File: src/rtl/wb_write_queue_if.sv
// Bus bundle for wb_write_queue: writeback push side, register-file write port, forwarding queries.
// The master modport is the writeback/decode side and the slave modport is the queue itself.
interface wb_write_queue_if #(
    parameter int DEPTH = 4,
    parameter int AW    = 5,
    parameter int DW    = 32
);
    localparam int CW = $clog2(DEPTH) + 1;

    logic          flush;
    logic          in_valid;
    logic          in_ready;
    logic [AW-1:0] in_adr;
    logic [DW-1:0] in_data;
    logic          drain_en;
    logic          RegWrite;
    logic [AW-1:0] writeadr;
    logic [DW-1:0] WriteData;
    logic [AW-1:0] lookup_adr1;
    logic [AW-1:0] lookup_adr2;
    logic          fwd_hit1;
    logic [DW-1:0] fwd_data1;
    logic          fwd_hit2;
    logic [DW-1:0] fwd_data2;
    logic [CW-1:0] count;

    modport master (
        output flush, in_valid, in_adr, in_data, drain_en, lookup_adr1, lookup_adr2,
        input  in_ready, RegWrite, writeadr, WriteData,
               fwd_hit1, fwd_data1, fwd_hit2, fwd_data2, count
    );

    modport slave (
        input  flush, in_valid, in_adr, in_data, drain_en, lookup_adr1, lookup_adr2,
        output in_ready, RegWrite, writeadr, WriteData,
               fwd_hit1, fwd_data1, fwd_hit2, fwd_data2, count
    );
endinterface

File: src/rtl/wb_write_queue.sv
// Writeback-to-register-file write queue with a registered write port and forwarding lookups.
// Define WBQ_FORWARD_EN to build the forwarding comparators; otherwise fwd_* outputs are tied to 0.
module wb_write_queue #(
    parameter int DEPTH = 4,
    parameter int AW    = 5,
    parameter int DW    = 32
) (
    input  logic              clk,
    input  logic              reset,
    wb_write_queue_if.slave   wq
);
    localparam int PW = $clog2(DEPTH);
    localparam int CW = PW + 1;

    logic [AW-1:0] adr_q  [DEPTH];
    logic [AW-1:0] adr_d  [DEPTH];
    logic [DW-1:0] data_q [DEPTH];
    logic [DW-1:0] data_d [DEPTH];
    logic [PW-1:0] head_q, head_d;
    logic [PW-1:0] tail_q, tail_d;
    logic [CW-1:0] count_q, count_d;
    logic          reg_write_q, reg_write_d;
    logic [AW-1:0] write_adr_q, write_adr_d;
    logic [DW-1:0] write_data_q, write_data_d;
    logic          push;
    logic          pop;

    assign wq.in_ready  = (count_q != CW'(DEPTH));
    assign wq.count     = count_q;
    assign wq.RegWrite  = reg_write_q;
    assign wq.writeadr  = write_adr_q;
    assign wq.WriteData = write_data_q;

    always_comb begin
        // Register 0 writes complete the handshake but are never stored.
        push         = wq.in_valid && wq.in_ready && !wq.flush && (wq.in_adr != '0);
        pop          = wq.drain_en && (count_q != '0) && !wq.flush;
        adr_d        = adr_q;
        data_d       = data_q;
        head_d       = head_q;
        tail_d       = tail_q;
        count_d      = count_q;
        reg_write_d  = 1'b0;
        write_adr_d  = write_adr_q;
        write_data_d = write_data_q;

        if (push) begin
            adr_d[tail_q]  = wq.in_adr;
            data_d[tail_q] = wq.in_data;
            tail_d         = tail_q + PW'(1);
        end

        if (pop) begin
            reg_write_d  = 1'b1;
            write_adr_d  = adr_q[head_q];
            write_data_d = data_q[head_q];
            head_d       = head_q + PW'(1);
        end

        case ({push, pop})
            2'b10:   count_d = count_q + CW'(1);
            2'b01:   count_d = count_q - CW'(1);
            default: count_d = count_q;
        endcase

        if (wq.flush) begin
            adr_d   = '{default: '0};
            data_d  = '{default: '0};
            head_d  = '0;
            tail_d  = '0;
            count_d = '0;
        end
    end

    always_ff @(posedge clk or posedge reset) begin
        if (reset) begin
            adr_q        <= '{default: '0};
            data_q       <= '{default: '0};
            head_q       <= '0;
            tail_q       <= '0;
            count_q      <= '0;
            reg_write_q  <= 1'b0;
            write_adr_q  <= '0;
            write_data_q <= '0;
        end else begin
            adr_q        <= adr_d;
            data_q       <= data_d;
            head_q       <= head_d;
            tail_q       <= tail_d;
            count_q      <= count_d;
            reg_write_q  <= reg_write_d;
            write_adr_q  <= write_adr_d;
            write_data_q <= write_data_d;
        end
    end

`ifdef WBQ_FORWARD_EN
    // Scan oldest-to-youngest so later matches overwrite; the output stage is older than any queued entry.
    function automatic logic [DW:0] fwd_search(input logic [AW-1:0] qadr);
        logic          hit;
        logic [DW-1:0] dat;
        logic [PW-1:0] idx;
        hit = 1'b0;
        dat = '0;
        if (reg_write_q && (write_adr_q == qadr)) begin
            hit = 1'b1;
            dat = write_data_q;
        end
        for (int i = 0; i < DEPTH; i++) begin
            idx = head_q + PW'(i);
            if ((CW'(i) < count_q) && (adr_q[idx] == qadr)) begin
                hit = 1'b1;
                dat = data_q[idx];
            end
        end
        if (qadr == '0) begin
            hit = 1'b0;
            dat = '0;
        end
        return {hit, dat};
    endfunction

    assign {wq.fwd_hit1, wq.fwd_data1} = fwd_search(wq.lookup_adr1);
    assign {wq.fwd_hit2, wq.fwd_data2} = fwd_search(wq.lookup_adr2);
`else
    logic unused_lookup;

    assign unused_lookup = ^{wq.lookup_adr1, wq.lookup_adr2};
    assign wq.fwd_hit1   = 1'b0;
    assign wq.fwd_data1  = '0;
    assign wq.fwd_hit2   = 1'b0;
    assign wq.fwd_data2  = '0;
`endif

endmodule
File: src/flat_wrapper.sv
// flat-port wrapper written by rule: the top's interface ports become plain ports
module wb_write_queue_flat 
#(
    parameter int DEPTH = 4,
    parameter int AW    = 5,
    parameter int DW    = 32
)
  (clk, reset, wq_flush, wq_in_valid, wq_in_adr, wq_in_data, wq_drain_en, wq_lookup_adr1, wq_lookup_adr2, wq_in_ready, wq_RegWrite, wq_writeadr, wq_WriteData, wq_fwd_hit1, wq_fwd_data1, wq_fwd_hit2, wq_fwd_data2, wq_count);
  wb_write_queue_if #(.DEPTH(DEPTH), .AW(AW), .DW(DW)) wq_i ();
  input  logic clk;
  input  logic reset;
  input wire logic [$bits(wq_i.flush)-1:0] wq_flush;
  input wire logic [$bits(wq_i.in_valid)-1:0] wq_in_valid;
  input wire logic [$bits(wq_i.in_adr)-1:0] wq_in_adr;
  input wire logic [$bits(wq_i.in_data)-1:0] wq_in_data;
  input wire logic [$bits(wq_i.drain_en)-1:0] wq_drain_en;
  input wire logic [$bits(wq_i.lookup_adr1)-1:0] wq_lookup_adr1;
  input wire logic [$bits(wq_i.lookup_adr2)-1:0] wq_lookup_adr2;
  output wire logic [$bits(wq_i.in_ready)-1:0] wq_in_ready;
  output wire logic [$bits(wq_i.RegWrite)-1:0] wq_RegWrite;
  output wire logic [$bits(wq_i.writeadr)-1:0] wq_writeadr;
  output wire logic [$bits(wq_i.WriteData)-1:0] wq_WriteData;
  output wire logic [$bits(wq_i.fwd_hit1)-1:0] wq_fwd_hit1;
  output wire logic [$bits(wq_i.fwd_data1)-1:0] wq_fwd_data1;
  output wire logic [$bits(wq_i.fwd_hit2)-1:0] wq_fwd_hit2;
  output wire logic [$bits(wq_i.fwd_data2)-1:0] wq_fwd_data2;
  output wire logic [$bits(wq_i.count)-1:0] wq_count;
  assign wq_i.flush = wq_flush;
  assign wq_i.in_valid = wq_in_valid;
  assign wq_i.in_adr = wq_in_adr;
  assign wq_i.in_data = wq_in_data;
  assign wq_i.drain_en = wq_drain_en;
  assign wq_i.lookup_adr1 = wq_lookup_adr1;
  assign wq_i.lookup_adr2 = wq_lookup_adr2;
  assign wq_in_ready = wq_i.in_ready;
  assign wq_RegWrite = wq_i.RegWrite;
  assign wq_writeadr = wq_i.writeadr;
  assign wq_WriteData = wq_i.WriteData;
  assign wq_fwd_hit1 = wq_i.fwd_hit1;
  assign wq_fwd_data1 = wq_i.fwd_data1;
  assign wq_fwd_hit2 = wq_i.fwd_hit2;
  assign wq_fwd_data2 = wq_i.fwd_data2;
  assign wq_count = wq_i.count;
  wb_write_queue #(.DEPTH(DEPTH), .AW(AW), .DW(DW)) u_core (.clk(clk), .reset(reset), .wq(wq_i));
endmodule
File: config.mk
export PLATFORM = sky130hd
export DESIGN_NAME = wb_write_queue_flat
export DESIGN_NICKNAME = d
export VERILOG_FILES = /design/src/rtl/wb_write_queue_if.sv /design/src/rtl/wb_write_queue.sv /design/src/flat_wrapper.sv
export SDC_FILE = /design/constraint.sdc
export NUM_CORES = 1
export LEC_CHECK = 0
export ABC_AREA = 1
export CAP_MARGIN = 5
export CORE_MARGIN = 2
export CORE_UTILIZATION = 35
export DETAILED_ROUTE_END_ITERATION = 10
export SYNTH_ARGS = -nofsm -noshare
export SYNTH_HDL_FRONTEND = slang
export SYNTH_SLANG_ARGS = --single-unit
File: constraint.sdc
create_clock -name clk -period 6.3 [get_ports clk]
set_clock_uncertainty 0.05 [all_clocks]
set_input_delay 0.945 -clock clk [delete_from_list [all_inputs] [get_ports clk]]
set_output_delay 0.945 -clock clk [all_outputs]
set_load 0.01 [all_outputs]
==> results.cfg, run 1 <==
[yosys]
synth_edf_count = 0
yosysTopAreaCell = dfrtp_1
synthCells = 1012
synth_area_mm2 = 0.00893
ys.flop_type = dfrtp_1
avgSynthCellArea_um2 = 8.82
synth_top_area_share_pct = 54.1
synth.area.top_cells = dfrtp_1 54%, o21ai_0 9.4%, nand3_1 6.6%
ys_types = 28
seq_area_frac_synth_pct = 54.1
netlist_top_cells_count = 193 x dfrtp_1, 167 x o21ai_0, 144 x nand2_1, 118 x nand3_1, 71 x buf_4
async_flop_share_pct = 100
yosysWarnings = 0
synth.most_common_cell = dfrtp_1
ys_seq_elements = 193

[critical_path]
start_kind = primary input
crit_buf_inv = 5
cp.required_ns = 6.58
critPathCaptureType = flop
crit_fanout = 46
path_cells = clkdlybuf4s50_1 -> inv_4 -> nand3_2 -> inv_2 -> nand2_1 -> inv_1 -> fa_1 -> xor2_1 -> nand3b_1 -> nand2_1 -> inv_1 -> nand2_1
crit_type = in2reg
cp_slowest_cell = inv_2
crit_top_cell = nand2_1
cpLargestDelayFamily = buffers and inverters
slowest_delay_ns = 0.77
crit_arrival_ns = 3.66

[detailed_routing]
first_pass_iters = 5
remaining_drc_errors = 0
post_drt_wl_per_cell_um = 15.3
ant_nets = 0
vias = 6928
dr.first_iter.drc_count = 584
avgViaCountPerCell = 4.99
wl_um = 21200

[global_routing]
grt_antenna_before_repair = 0
first_global_vias = 6825
overflow = 0
grt_max_degree = 109
grtUsageTotal_pct = 16.4
grt_pass1_wl_um = 35000

[cells_and_area]
utilization_pct = 40.8
fin_nets = 1101
antenna_cells = 0
fill_cells = 2586
seq_area_mm2 = 0.00483
multi_input_area_mm2 = 0.00332
layout-drive-gt1-share_pct = 4.92
area_delta_synth_final_pct = 14.7

[min_path]
hold_path.class = reg2reg

[floorplanning]
die_area_mm2 = 0.0268
boundaryPins = 160
die_h_um = 164
rows = 58
die_x_um = 164
start_util_pct = 35.5
design.core.area_mm2 = 0.0251

[sta]
period_share_pct = 53.8
worst_slew_pin_slew_ns = 1.05
hold_viol = 0
post-route-min-period_ns = 3.39
rsz0062_at_grt = false
fin_tns_setup_ns = 0
setup_viol = 0
final-max-slew-violation-count = 0
max-slew-margin-rel_pct = 29.7
clock.fmax_mhz = 295

[clock_tree]
clock-root-buffer = clkbuf_16
cts_made_buffers = 17
cts_sinks = 193
cts-htree-levels = 4
cts_max_path_buffers = 2
cts_hold_buffers = 0
cts_setup_buffers = 0
clk_latency_ns = 0.43
tritoncts = yes
cts.clk_slew.worst_paths_ns = 0.07
ctsResizeCount = 0

[placed_design]
gp_congestion = 0.752
dpl.hpwl_um = 11700
port_buffers = 83

[power]
cellLeakagePower_nw = 4.55
ir_drop_mv = 0.171
p_per_area_mw_per_mm2 = 340

[status]
status = finished, final reports clean

[job]
max_cap_violations = 0
## cells by family after synthesis
| logic type | after synthesis | synth area share, % |
|---|---|---|
| AND/OR/NAND/NOR | 308 | 15.1 |
| AO/OA/AOI/OAI | 307 | 18.1 |
| buffers and inverters | 197 | 11.7 |
| flip-flops | 193 | 54.1 |
| adder cells (fa/ha/maj) | 5 | 0.785 |
| XOR/XNOR | 1 | 0.0981 |
| other | 1 | 0.0420 |
## power breakdown
| part | internal [W] | total [W] | switching (W) |
|---|---|---|---|
| clock | 0.000571 | 0.00105 | 0.000475 |
| sequential | 0.00139 | 0.00154 | 0.000150 |
| combinational | 0.000391 | 0.000898 | 0.000507 |
| total | 0.00235 | 0.00348 | 0.00113 |
## sequential cells by signal (all words and copies together) (netlist names)
| name | flops |
|---|---|
| u_core.adr_q | 20 |
| u_core.data_q | 128 |
| u_core.head_q | 2 |
| u_core.tail_q | 2 |
| u_core.wq.RegWrite | 1 |
| u_core.wq.WriteData | 32 |
| u_core.wq.count | 3 |
| u_core.wq.writeadr | 5 |
## placed cells by master, fill, tap and decap left out, types with 3 or more instances in the layout
cell type | Yosys | routed
a21oi_1 | 45 | 45
buf_4 | 71 | 8
clkbuf_1 | 32 | 3
clkbuf_16 | 0 | 17
clkdlybuf4s50_1 | 0 | 83
clkinv_4 | 0 | 4
conb_1 | 1 | 66
dfrtp_1 | 193 | 191
ha_1 | 4 | 4
inv_1 | 51 | 50
nand2_1 | 144 | 144
nand3_1 | 118 | 116
nand3_2 | 3 | 3
nand4_1 | 4 | 4
nor2_1 | 35 | 35
o21a_1 | 6 | 6
o21ai_0 | 167 | 167
o21ai_1 | 45 | 45
o22ai_1 | 43 | 43
## routing by layer
metal | vias up | global-route usage (%) | wire (um)
li1 | 3372 | - | -
met1 | 3356 | 22.7 | 10100
met2 | 179 | 26.6 | 9840
met3 | 21 | 3.11 | 939
met4 | 0 | 4.39 | 266
met5 | - | 0 | 0
## per-stage QoR
step | instance area [um2] | worst slack (ns) | std cells | power [W] | hold slack [ns]
4_1_cts | 10200 | 2.90 | 1387 | 0.00352 | 0.435
6_report | 10200 | 2.91 | 1387 | 0.00348 | 0.427
5_1_grt | 10200 | 2.68 | 1387 | 0.00370 | 0.455
2_1_floorplan | 9170 | 0.0495 | 1077 | 0.00211 | 0.423
3_3_place_gp | 9670 | 2.46 | 1355 | 0.00246 | 0.413
3_5_place_dp | 9670 | 2.44 | 1355 | 0.00247 | 0.416
## final cells by class
class	count	share of cell area, %
clock buffer	22	4.54
timing repair buffer	91	8.70
sequential	193	47.2
multi-input combinational	687	32.4
clock inverter	10	1.00
inverter	54	2.08
tap	330	4.03
## worst paths after layout
| check | endpoint | start | cells after the start | slack, ns |
|---|---|---|---|---|
| worst max register to register | u_core.wq.count[2] | u_core.wq.count[0] | 12 | 3.42 |
| min in group asynchronous | u_core.wq.WriteData[22] | reset | 2 | 0.95 |
| worst min register to register | u_core.wq.WriteData[16] | u_core.wq.WriteData[16] | 2 | 0.43 |
| worst min-delay path | u_core.wq.WriteData[16] | u_core.wq.WriteData[16] | 2 | 0.43 |
| max in group asynchronous | u_core.wq.WriteData[2] | reset | 3 | 3.96 |
| worst max-delay path | u_core.wq.count[2] | wq_flush | 12 | 2.91 |
## worst register-to-register path, cell delays in order, from the launching register on
cell      delay (ns)
dfrtp_1         0.45
nor2_1          0.13
nand2_1         0.19
nand3_2         0.11
inv_2           0.77
nand2_1         0.29
inv_1           0.13
fa_1            0.18
xor2_1          0.17
nand3b_1        0.13
nand2_1         0.07
inv_1           0.06
nand2_1         0.04
Note: power is estimated with default switching activity, not from simulation.
==> run 2: changes to the inputs <==
clock period = 3 ns   (was 6.3 ns; I/O delays follow)
==> run 2 against run 1 <==
Critical path type is now reg2reg. First-iteration DRC count decreased by 13%. Power increased by 120%. Design area increased by 2.0%. Count of clock-buffer cells in the layout decreased by 4. Clock power increased by 130%. Die area unchanged. Register-to-register slack got worse by 2.7 ns. Flip-flop and latch count unchanged. Sequential power increased by 110%. Critical endpoint unchanged.
==> results.cfg, run 2 (same netlist as run 1, synthesis figures left out) <==
[detailed_routing]
post_drt_wl_per_cell_um = 15.5
ant_nets = 0
avgViaCountPerCell = 4.99
remaining_drc_errors = 0
wl_um = 21600
vias = 6988
dr.first_iter.drc_count = 510
first_pass_iters = 5

[critical_path]
crit_arrival_ns = 2.56
critPathCaptureType = flop
r2r_end = u_core.wq.count[2]
cp.required_ns = 3.29
critical_path.startpoint = u_core.wq.count[1]
rr_worst_depth = 12
setup.worst_path.end = u_core.wq.count[2]
rr_startpoint = u_core.wq.count[1]
reg2reg_slack_ns = 0.72
crit_type = reg2reg
crit_fanout = 5
start_kind = flop

[placed_design]
place_ws_ns = 0.285
dpl.hpwl_um = 12300
gp_congestion = 0.727
place_area_mm2 = 0.00982
port_buffers = 83

[clock_tree]
tritoncts = yes
cts.clk_slew.worst_paths_ns = 0.08
clk_latency_ns = 0.44
clock-root-buffer = clkbuf_16
cts-htree-levels = 4
ctsResizeCount = 0
cts_hold_buffers = 0
cts_setup_buffers = 0
cts_sinks = 193
cts_max_path_buffers = 2
cts_made_buffers = 17

[power]
seq_power_share_pct = 41.8
p_int_w = 0.00515
power_w = 0.00761
clockPowerShare_pct = 31.9
combPwrFrac_pct = 26.3
power.share.switching_pct = 32.4
cellLeakagePower_nw = 4.66
p_switching_w = 0.00246
p_per_area_mw_per_mm2 = 729
ir_drop_mv = 0.292

[cells_and_area]
regMostFlops = u_core.data_q
fill_cells = 2538
fin_nets = 1114
largest_reg_flops = 128
antenna_cells = 0
layout_common_cells = 191 x dfrtp_1, 167 x o21ai_0, 144 x nand2_1, 116 x nand3_1, 83 x clkdlybuf4s50_1
layout-drive-gt1-share_pct = 6.17
design_area_mm2 = 0.0104
area_delta_synth_final_pct = 17.0
final_common_cell = dfrtp_1

[floorplanning]
design.core.area_mm2 = 0.0251
start_util_pct = 35.5
die_h_um = 164
rows = 58
die_x_um = 164
boundaryPins = 160
die_area_mm2 = 0.0268

[sta]
worst_slew_pin_slew_ns = 0.762
max-slew-margin-rel_pct = 49.2
final-max-slew-violation-count = 0
post-route-min-period_ns = 2.28
hold_viol = 0
fin_ws_ns = 0.722
rsz0062_at_grt = false
period_share_pct = 75.9
fin_tns_setup_ns = 0
clock.fmax_mhz = 439
setup_viol = 0

[global_routing]
first_global_vias = 6547
grtUsageTotal_pct = 16.5
overflow = 0
grt_pass1_wl_um = 35000
grt_max_degree = 148
grt_antenna_before_repair = 0

[job]
max_cap_violations = 0

[status]
status = finished, final reports clean

[min_path]
hold_path.class = in2async
run 2: cell types whose count changed in the layout (fill, tap and decap cells not counted), sizes merged:
cell / before / now
clkbuf: 22 / 18
clkinvlp: 2 / 1
bufinv: 1 / 3
inv: 56 / 61
buf: 8 / 21
clkinv: 5 / 2
run 2: worst min path at each step:
| stage | slack, ns | cells after the start | end | start |
|---|---|---|---|---|
| 3_3_place_gp | 0.42 | 2 | u_core.wq.WriteData[18] | u_core.wq.WriteData[18] |
| 4_1_cts | 0.30 | 2 | u_core.wq.WriteData[13] | reset |
| 2_1_floorplan | 0.42 | 2 | u_core.adr_q[0] | u_core.adr_q[0] |
| 3_5_place_dp | 0.41 | 2 | u_core.wq.WriteData[20] | u_core.wq.WriteData[20] |
| 6_report | 0.28 | 2 | u_core.wq.WriteData[17] | reset |
| 5_1_grt | 0.30 | 2 | u_core.wq.WriteData[13] | reset |
run 2: worst max-delay path, stage by stage (launching register included):
cell	delay (ns)
dfrtp_1	0.44
nor2_1	0.31
nand2_1	0.17
nand3_2	0.10
inv_2	0.04
nand2_1	0.13
inv_1	0.07
fa_1	0.38
xor2_1	0.19
nand3b_1	0.14
nand2_1	0.07
inv_1	0.05
nand2_1	0.05
run 2: power groups by stage:
stage	Clock (W)	Sequential [W]	Combinational, W
CTS	0.00249	0.00318	0.00203
finish	0.00243	0.00318	0.00200
global placement	0	0.00322	0.00200
detailed placement	0	0.00323	0.00201
floorplan	0	0.00322	0.00120
global route	0.00259	0.00323	0.00224
run 2: cell type report:
| class | count | area, um2 | area share, % |
|---|---|---|---|
| Clock buffer | 18 | 439 | 4.21 |
| Clock inverter | 13 | 188 | 1.80 |
| Inverter | 54 | 209 | 2.00 |
| Multi-Input combinational cell | 687 | 3310 | 31.7 |
| Sequential cell | 193 | 4830 | 46.3 |
| Tap cell | 330 | 413 | 3.95 |
| Timing Repair Buffer | 104 | 1050 | 10.1 |
run 2: through the flow:
step	cells	hold slack (ns)	utilization, %
after floorplan	1077	0.423	-
after global placement	1368	0.416	39.1
after detailed placement	1368	0.414	39.1
after CTS	1399	0.295	41.6
after global routing	1399	0.298	41.6
final	1399	0.285	41.6
run 2: metal layers:
layer / share of wire, % / track usage [%] / wire length, um / up-vias
met5: 0 / 0 / 0 / -
met4: 0.86 / 4.43 / 187 / 0
met3: 4.5 / 2.85 / 971 / 18
met2: 46 / 25.7 / 10000 / 181
met1: 48 / 23.9 / 10500 / 3399
li1: - / - / - / 3390
==> run 3: changes to the inputs <==
clock period = 2.2 ns   (was 3 ns; I/O delays follow)
==> run 3 against run 2 <==
Final cell count increased by 1.7%. Routed wire length decreased by 0.30%. Count of clock-buffer cells in the layout unchanged. Worst hold slack got worse by 0.11 ns. First-iteration DRC count increased by 0.98%. Critical path depth decreased by 8. Die area unchanged. Clock power increased by 26%. Non-clock buffer count increased by 23. Critical path type is now reg2out. Critical endpoint is now wq_in_ready. Largest cell class unchanged.
==> results.cfg, run 3 (same netlist as run 1, synthesis figures left out) <==
[detailed_routing]
vias = 7013
avgViaCountPerCell = 4.93
first_pass_iters = 5
remaining_drc_errors = 0
wl_um = 21600
post_drt_wl_per_cell_um = 15.2
dr.first_iter.drc_count = 515
ant_nets = 0

[cells_and_area]
layout-drive-gt1-share_pct = 8.23
final_common_cell = dfrtp_1
fin_nets = 1137
largest_reg_flops = 128
regMostFlops = u_core.data_q
antenna_cells = 0
layout_common_cells = 191 x dfrtp_1, 167 x o21ai_0, 144 x nand2_1, 116 x nand3_1, 83 x clkdlybuf4s50_1
fill_cells = 2520
area_delta_synth_final_pct = 19.8

[sta]
worst_slew_pin_slew_ns = 0.501
clock.fmax_mhz = 484
max-slew-margin-rel_pct = 66.6
hold_viol = 0
period_share_pct = 94.0
timing.hold.ws_ns = 0.172
post-route-min-period_ns = 2.07
final-max-slew-violation-count = 0
setup_viol = 0
rsz0062_at_grt = false

[clock_tree]
cts_made_buffers = 17
cts_hold_buffers = 0
cts_max_path_buffers = 2
cts.clk_slew.worst_paths_ns = 0.07
ctsResizeCount = 0
cts-htree-levels = 4
cts_sinks = 193
tritoncts = yes
cts_setup_buffers = 0
clk_latency_ns = 0.43
clock-root-buffer = clkbuf_16

[power]
p_int_w = 0.00693
seq_power_share_pct = 41.2
clockPowerShare_pct = 29.7
p_per_area_mw_per_mm2 = 963
cellLeakagePower_nw = 4.80
p_switching_w = 0.00336
ir_drop_mv = 0.461
power.share.switching_pct = 32.7
combPwrFrac_pct = 29.0
power_w = 0.0103

[critical_path]
start_kind = flop
crit_fanout = 4
slowest_delay_ns = 0.47
reg2reg_slack_ns = 0.23
path_cells = nor2_1 -> buf_4 -> nand2_1 -> clkdlybuf4s50_1
crit_arrival_ns = 1.69
cp_slowest_cell = clkdlybuf4s50_1
critPathCaptureType = primary output
cp.required_ns = 1.82
crit_type = reg2out

[min_path]
hold_path.class = in2async

[floorplanning]
rows = 58
die_x_um = 164
design.core.area_mm2 = 0.0251
die_area_mm2 = 0.0268
boundaryPins = 160
start_util_pct = 35.5
die_h_um = 164

[placed_design]
gp_congestion = 0.754
dpl.hpwl_um = 13000
port_buffers = 83

[global_routing]
grt_max_degree = 96
grtUsageTotal_pct = 16.9
grt_antenna_before_repair = 0
overflow = 0
first_global_vias = 6818
grt_pass1_wl_um = 35900

[job]
max_cap_violations = 0

[status]
status = finished, final reports clean
-- run 3: changes by cell type in the layout (fill, tap and decap cells not counted), sizes merged --
cell	delta
buf	+23
bufinv	-2
clkinv	+3
clkinvlp	+1
inv	-1
-- run 3: path summary, 6_finish.rpt --
kind | from | end | depth (start not counted)
max | u_core.wq.count[1] | wq_in_ready | 4
min | reset | u_core.data_q[48] | 2
max reg2reg | u_core.wq.count[1] | u_core.wq.count[2] | 12
min reg2reg | u_core.wq.WriteData[16] | u_core.wq.WriteData[16] | 2
max in group asynchronous | reset | u_core.data_q[96] | 3
min in group clk | u_core.wq.WriteData[16] | u_core.wq.WriteData[16] | 2
-- run 3: metrics by stage --
step	cell area (um2)	cells	util, %	setup TNS, ns	worst slack (ns)
after floorplan	9170	1077	-	-129.39	-0.670
after global placement	10100	1391	40.3	-0.0808	-0.0808
after detailed placement	10100	1391	40.3	-0.0858	-0.0858
after CTS	10700	1423	42.6	0	0.101
after global routing	10700	1423	42.6	0	0.0103
final	10700	1423	42.6	0	0.132
-- run 3: cell type report --
cell class / count / area, um2 / share of cell area [%]
Multi-Input combinational cell: 687 / 3310 / 30.9
Sequential cell: 193 / 4830 / 45.2
Clock inverter: 14 / 140 / 1.31
Clock buffer: 18 / 439 / 4.11
Inverter: 54 / 209 / 1.95
Tap cell: 330 / 413 / 3.86
Timing Repair Buffer: 127 / 1350 / 12.6
-- run 3: power groups by stage --
stage	Combinational (W)	Sequential, W	Clock, W
floorplan	0.00164	0.00440	0
global placement	0.00301	0.00431	0
detailed placement	0.00302	0.00431	0
CTS	0.00304	0.00425	0.00316
global route	0.00336	0.00431	0.00330
finish	0.00299	0.00424	0.00306
-- run 3: layer usage --
layer  part of all wire (%)  GRT usage (%)
met3                    4.3           3.18
met2                     46           26.0
met4                   0.94           4.15
met1                     49           24.6
met5                      0              0
-- run 3: critical path, delay by kind of cell, from the launching register on --
family | cells | cell delay, ns
buffers and inverters | 2 | 0.62
DFF | 1 | 0.43
and+or+nand+nor | 2 | 0.21
==> RTL change 1, RTL diff (settings of run 1) <==
Build with the macro `WBQ_FORWARD_EN` defined.
--- a/src/rtl/wb_write_queue.sv
+++ b/src/rtl/wb_write_queue.sv
@@ -1,5 +1,7 @@
 // Writeback-to-register-file write queue with a registered write port and forwarding lookups.
 // Define WBQ_FORWARD_EN to build the forwarding comparators; otherwise fwd_* outputs are tied to 0.
+`define WBQ_FORWARD_EN
+
 module wb_write_queue #(
     parameter int DEPTH = 4,
     parameter int AW    = 5,
Formal check against the unedited RTL: not equivalent (a bounded check fails within 4 cycles, from zero or initial values and one cycle with reset high).
==> RTL change 1 against run 1 <==
  * Routed wire length grew to 2.9 times the old value
  * Register-to-register slack worse by 0.49 ns
  * Synthesized area increased by 68%
  * Worst setup slack worse by 2.4 ns
  * Cell area rose by 71%
  * Global-route usage grew 11 points
  * Sequential cell count stayed put
  * Power rose by 24%
  * Critical path type is now flop to primary output
  * Critical endpoint is now wq_fwd_data1[24]
==> RTL change 1: results (changes against run 1) <==
| Metric | Value |
|---|---|
| Status | finished clean (unchanged) |
| First-pass GRT wire length | 93900 µm (was 35000 µm) |
| Post-synth top cells | 693 x nand2_1, 322 x o21ai_0, 286 x nor2_1 (was 193 x dfrtp_1, 167 x o21ai_0, 144 x nand2_1) |
| DR WL met3 | 4780 µm (was 939 µm) |
| Pint | 2440 µW (was 2350 µW) |
| Post-synthesis mux area share | 0.00133 (was 0) |
| Placer congestion estimate | 0.893 (was 0.752) |
| Placed Area | 0.0169 mm² (was 0.00967 mm²) |
| Mapped Avg Cell Area | 6.07 µm² (was 8.82 µm²) |
| Slowest stage cell, crit path | buf_4 (was inv_2) |
| Worst IR Drop VDD | 131 µV (was 171 µV) |
| Synth Area in Adders | 0.00666 (was 0.00785) |
| Vias in the first global route | 16200 (was 6825) |
| Clk. pwr | 1170 µW (was 1050 µW) |
| Place WS | 1.04 ns (was 2.44 ns) |
| Drt initial violations | 2007 (was 584) |
| R2R depth | 11 (was 12) |
| Drt via density | 5.58 (was 4.99) |
| Compound-Gate Fraction of Synth Area | 0.201 (was 0.181) |
| Largest net degree at the start of global routing | 128 (was 109) |
| Synth area leaders | dfrtp_1 32%, nand2_1 17%, o21ai_0 11%, nor2_1 7.1%, inv_1 6.6% (was dfrtp_1 54%, o21ai_0 9.4%, nand3_1 6.6%, nand2_1 6.1%, buf_4 6.0%) |
| Sequential area share after synthesis | 0.322 (was 0.541) |
| Tcrit/Tclk final | 0.917 (was 0.538) |
| Comb power | 1740 µW (was 898 µW) |
| R2R setup slack | 2.93 ns (was 3.42 ns) |
| GRT met1 Usage | 0.372 (was 0.227) |
| M3 GR Usage | 0.0446 (was 0.0311) |
| Placed cell count | 3037 (was 1355) |
| Worst path max stage delay | 0.72 ns (was 0.77 ns) |
| Cell variety after synth | 31 (was 28) |
| Met2 wire length | 27400 µm (was 9840 µm) |
## RTL change 1: logic make-up after synthesis
logic type      count (synthesis)
fa+ha+maj                       8
flops                         193
mux                             2
simple gates                 1244
xor+xnor                       12
buf+inv                       452
compound gates                562
## RTL change 1: cell type report
type	count	area, µm²
clock buffers	17	425
inverters	270	1020
flip-flops and latches	193	4840
well taps	539	674
repair buffers	207	1980
clock inverters	14	176
multi-input cells	1828	8410
fillers	4364	24600
## RTL change 1: worst min path at each step
stage | endpoint | slack [ns] | startpoint | depth (start not counted)
6_report | u_core.data_q[91] | 0.49 | u_core.data_q[91] | 2
5_1_grt | u_core.data_q[11] | 0.52 | u_core.data_q[11] | 2
4_1_cts | u_core.data_q[91] | 0.50 | u_core.data_q[91] | 2
3_5_place_dp | u_core.data_q[91] | 0.48 | u_core.data_q[91] | 2
3_3_place_gp | u_core.data_q[123] | 0.46 | u_core.data_q[123] | 2
2_1_floorplan | u_core.data_q[94] | 0.44 | u_core.data_q[94] | 2
==> RTL change 2, RTL diff (flow settings as in run 1) <==
Made on the original files. Take the reset off `write_adr_q` and `write_data_q` and load them in a clocked block of their own.
--- a/src/rtl/wb_write_queue.sv
+++ b/src/rtl/wb_write_queue.sv
@@ -80,8 +80,6 @@
             tail_q       <= '0;
             count_q      <= '0;
             reg_write_q  <= 1'b0;
-            write_adr_q  <= '0;
-            write_data_q <= '0;
         end else begin
             adr_q        <= adr_d;
             data_q       <= data_d;
@@ -89,9 +87,12 @@
             tail_q       <= tail_d;
             count_q      <= count_d;
             reg_write_q  <= reg_write_d;
-            write_adr_q  <= write_adr_d;
-            write_data_q <= write_data_d;
         end
+    end
+
+    always_ff @(posedge clk) begin
+        write_adr_q  <= write_adr_d;
+        write_data_q <= write_data_d;
     end
 
 `ifdef WBQ_FORWARD_EN
Formal check against the unedited RTL: differs if reset is asserted again (counterexample within 4 cycles, from zero or initial values and one cycle with reset high); with reset held inactive, the same outputs for 4 cycles.
==> RTL change 2 against run 1 <==
  * Register-to-register slack improved by 0.40 ns
  * Worst setup slack got worse by 0.029 ns
  * Sequential cell count did not move
  * Synthesized area down 2.1%
  * Routed wire length decreased by 6.4%
  * Cell area decreased by 2.4%
  * Largest cell class unchanged
Power is not compared: it rests on default switching activity, and its combinational part moved more than twofold at a synthesized area within 25%.
==> RTL change 2: results (changes against run 1) <==
| Metric | Value |
|---|---|
| Nets@finish | 1006 (was 1101) |
| Total Routing Usage GR | 0.153 (was 0.164) |
| Synth Area in Adders | 0.00802 (was 0.00785) |
| Rel. slew slack | 0.360 (was 0.297) |
| Placer congestion estimate | 0.754 (was 0.752) |
| Ratio of cells with drive above 1 in the final layout | 0.0541 (was 0.0492) |
| Vias | 6463 (was 6928) |
| Placed Area | 0.00941 mm² (was 0.00967 mm²) |
| WP data arrival | 3.67 ns (was 3.66 ns) |
| HPWL Detailed | 10900 µm (was 11700 µm) |
| Compound-Gate Fraction of Synth Area | 0.158 (was 0.181) |
| Cell variety after synth | 24 (was 28) |
| R2R depth | 8 (was 12) |
| Root buffer cell | clkbuf_16 (unchanged) |
| Drt initial violations | 565 (was 584) |
| Post-synth top cells | 156 x dfrtp_1, 155 x nand3_1, 124 x o21ai_0 (was 193 x dfrtp_1, 167 x o21ai_0, 144 x nand2_1) |
| Post-synth EDFFs | 37 (was 0) |
| Xor and xnor area share after synthesis | 0.00100 (was 0.000981) |
| Synth area leaders | dfrtp_1 45%, edfxtp_1 13%, nand3_1 8.9%, o21ai_0 7.1%, buf_4 6.7% (was dfrtp_1 54%, o21ai_0 9.4%, nand3_1 6.6%, nand2_1 6.1%, buf_4 6.0%) |
| Vias in the first global route | 6015 (was 6825) |
| H-tree levels | 4 (unchanged) |
| Worst path max stage delay | 0.54 ns (was 0.77 ns) |
| Critical path peak fanout | 102 (was 46) |
| Final wirelength | 19800 µm (was 21200 µm) |
| Iteration count of the initial detailed-routing pass | 4 (was 5) |
| Asr flop ratio synth | 0.808 (was 1.00) |
| First-pass GRT wire length | 32100 µm (was 35000 µm) |
| Sequential area share after synthesis | 0.574 (was 0.541) |
| Slowest stage cell, crit path | inv_6 (was inv_2) |
| Status | finished clean (unchanged) |
| Largest net degree at the start of global routing | 106 (was 109) |
RTL change 2: changes by cell type in the layout (fill, tap and decap cells not counted), moves of 39 or more:
| cell | run 1 | this run |
|---|---|---|
| nor2_1 | 35 | 78 |
| a21oi_1 | 45 | 3 |
| nand2_1 | 144 | 54 |
| o21ai_0 | 167 | 124 |
| o21ai_1 | 45 | 101 |
| nand3_1 | 116 | 155 |
| inv_1 | 50 | 8 |
RTL change 2: layer usage:
metal  part of all wire  up-vias  GRT usage
met3              0.050       13     0.0322
met4              0.011        0     0.0459
met5                  0        -          0
met1               0.48     3137      0.221
li1                   -     3129          -
met2               0.46      184      0.232
RTL change 2: worst paths after layout:
kind,start,endpoint,slack (ns)
max,wq_flush,u_core.data_q[126],2.88
min in group asynchronous,reset,u_core.data_q[27],1.07
max reg2reg,u_core.wq.count[1],u_core.data_q[126],3.82
min,u_core.adr_q[11],u_core.adr_q[11],0.46
min reg2reg,u_core.adr_q[11],u_core.adr_q[11],0.46
max in group asynchronous,reset,u_core.data_q[126],3.88
RTL change 2: metrics by stage:
stage                     cells  total power, µW   util  worst slack [ns]
after floorplan             979             1620      -              1.10
after global placement     1254             1700  0.386              2.43
after detailed placement   1254             1700  0.386              2.40
after CTS                  1286             2770  0.409              2.85
after global routing       1286             2870  0.409              2.62
final                      1286             2740  0.409              2.88
RTL change 2: layout make-up:
type,count,area (µm²)
Fill cell,2427,14400
Sequential cell,193,5020
Multi-Input combinational cell,631,3020
Timing Repair Buffer,93,906
Clock buffer,20,447
Tap cell,324,405
Clock inverter,12,134
Inverter,13,58.8
RTL change 2: power by group through the flow:
stage | sequential [µW] | combinational, µW | clock, µW
floorplan | 1370 | 242 | 0
finish | 1350 | 326 | 1070
global route | 1350 | 370 | 1150
CTS | 1350 | 331 | 1090
detailed placement | 1370 | 329 | 0
global placement | 1370 | 330 | 0
RTL change 2: worst max-delay path: cells and delay by family:
| family | cells | cell delay, ns |
|---|---|---|
| AOI/OAI and AO/OA | 2 | 0.25 |
| buffers and inverters | 4 | 1.62 |
| and+or+nand+nor | 4 | 0.83 |
RTL change 2: cells by family after synthesis:
family | count (synthesis)
xor+xnor | 1
fa+ha+maj | 5
flops | 193
buf+inv | 155
other cells | 1
simple gates | 293
compound gates | 266
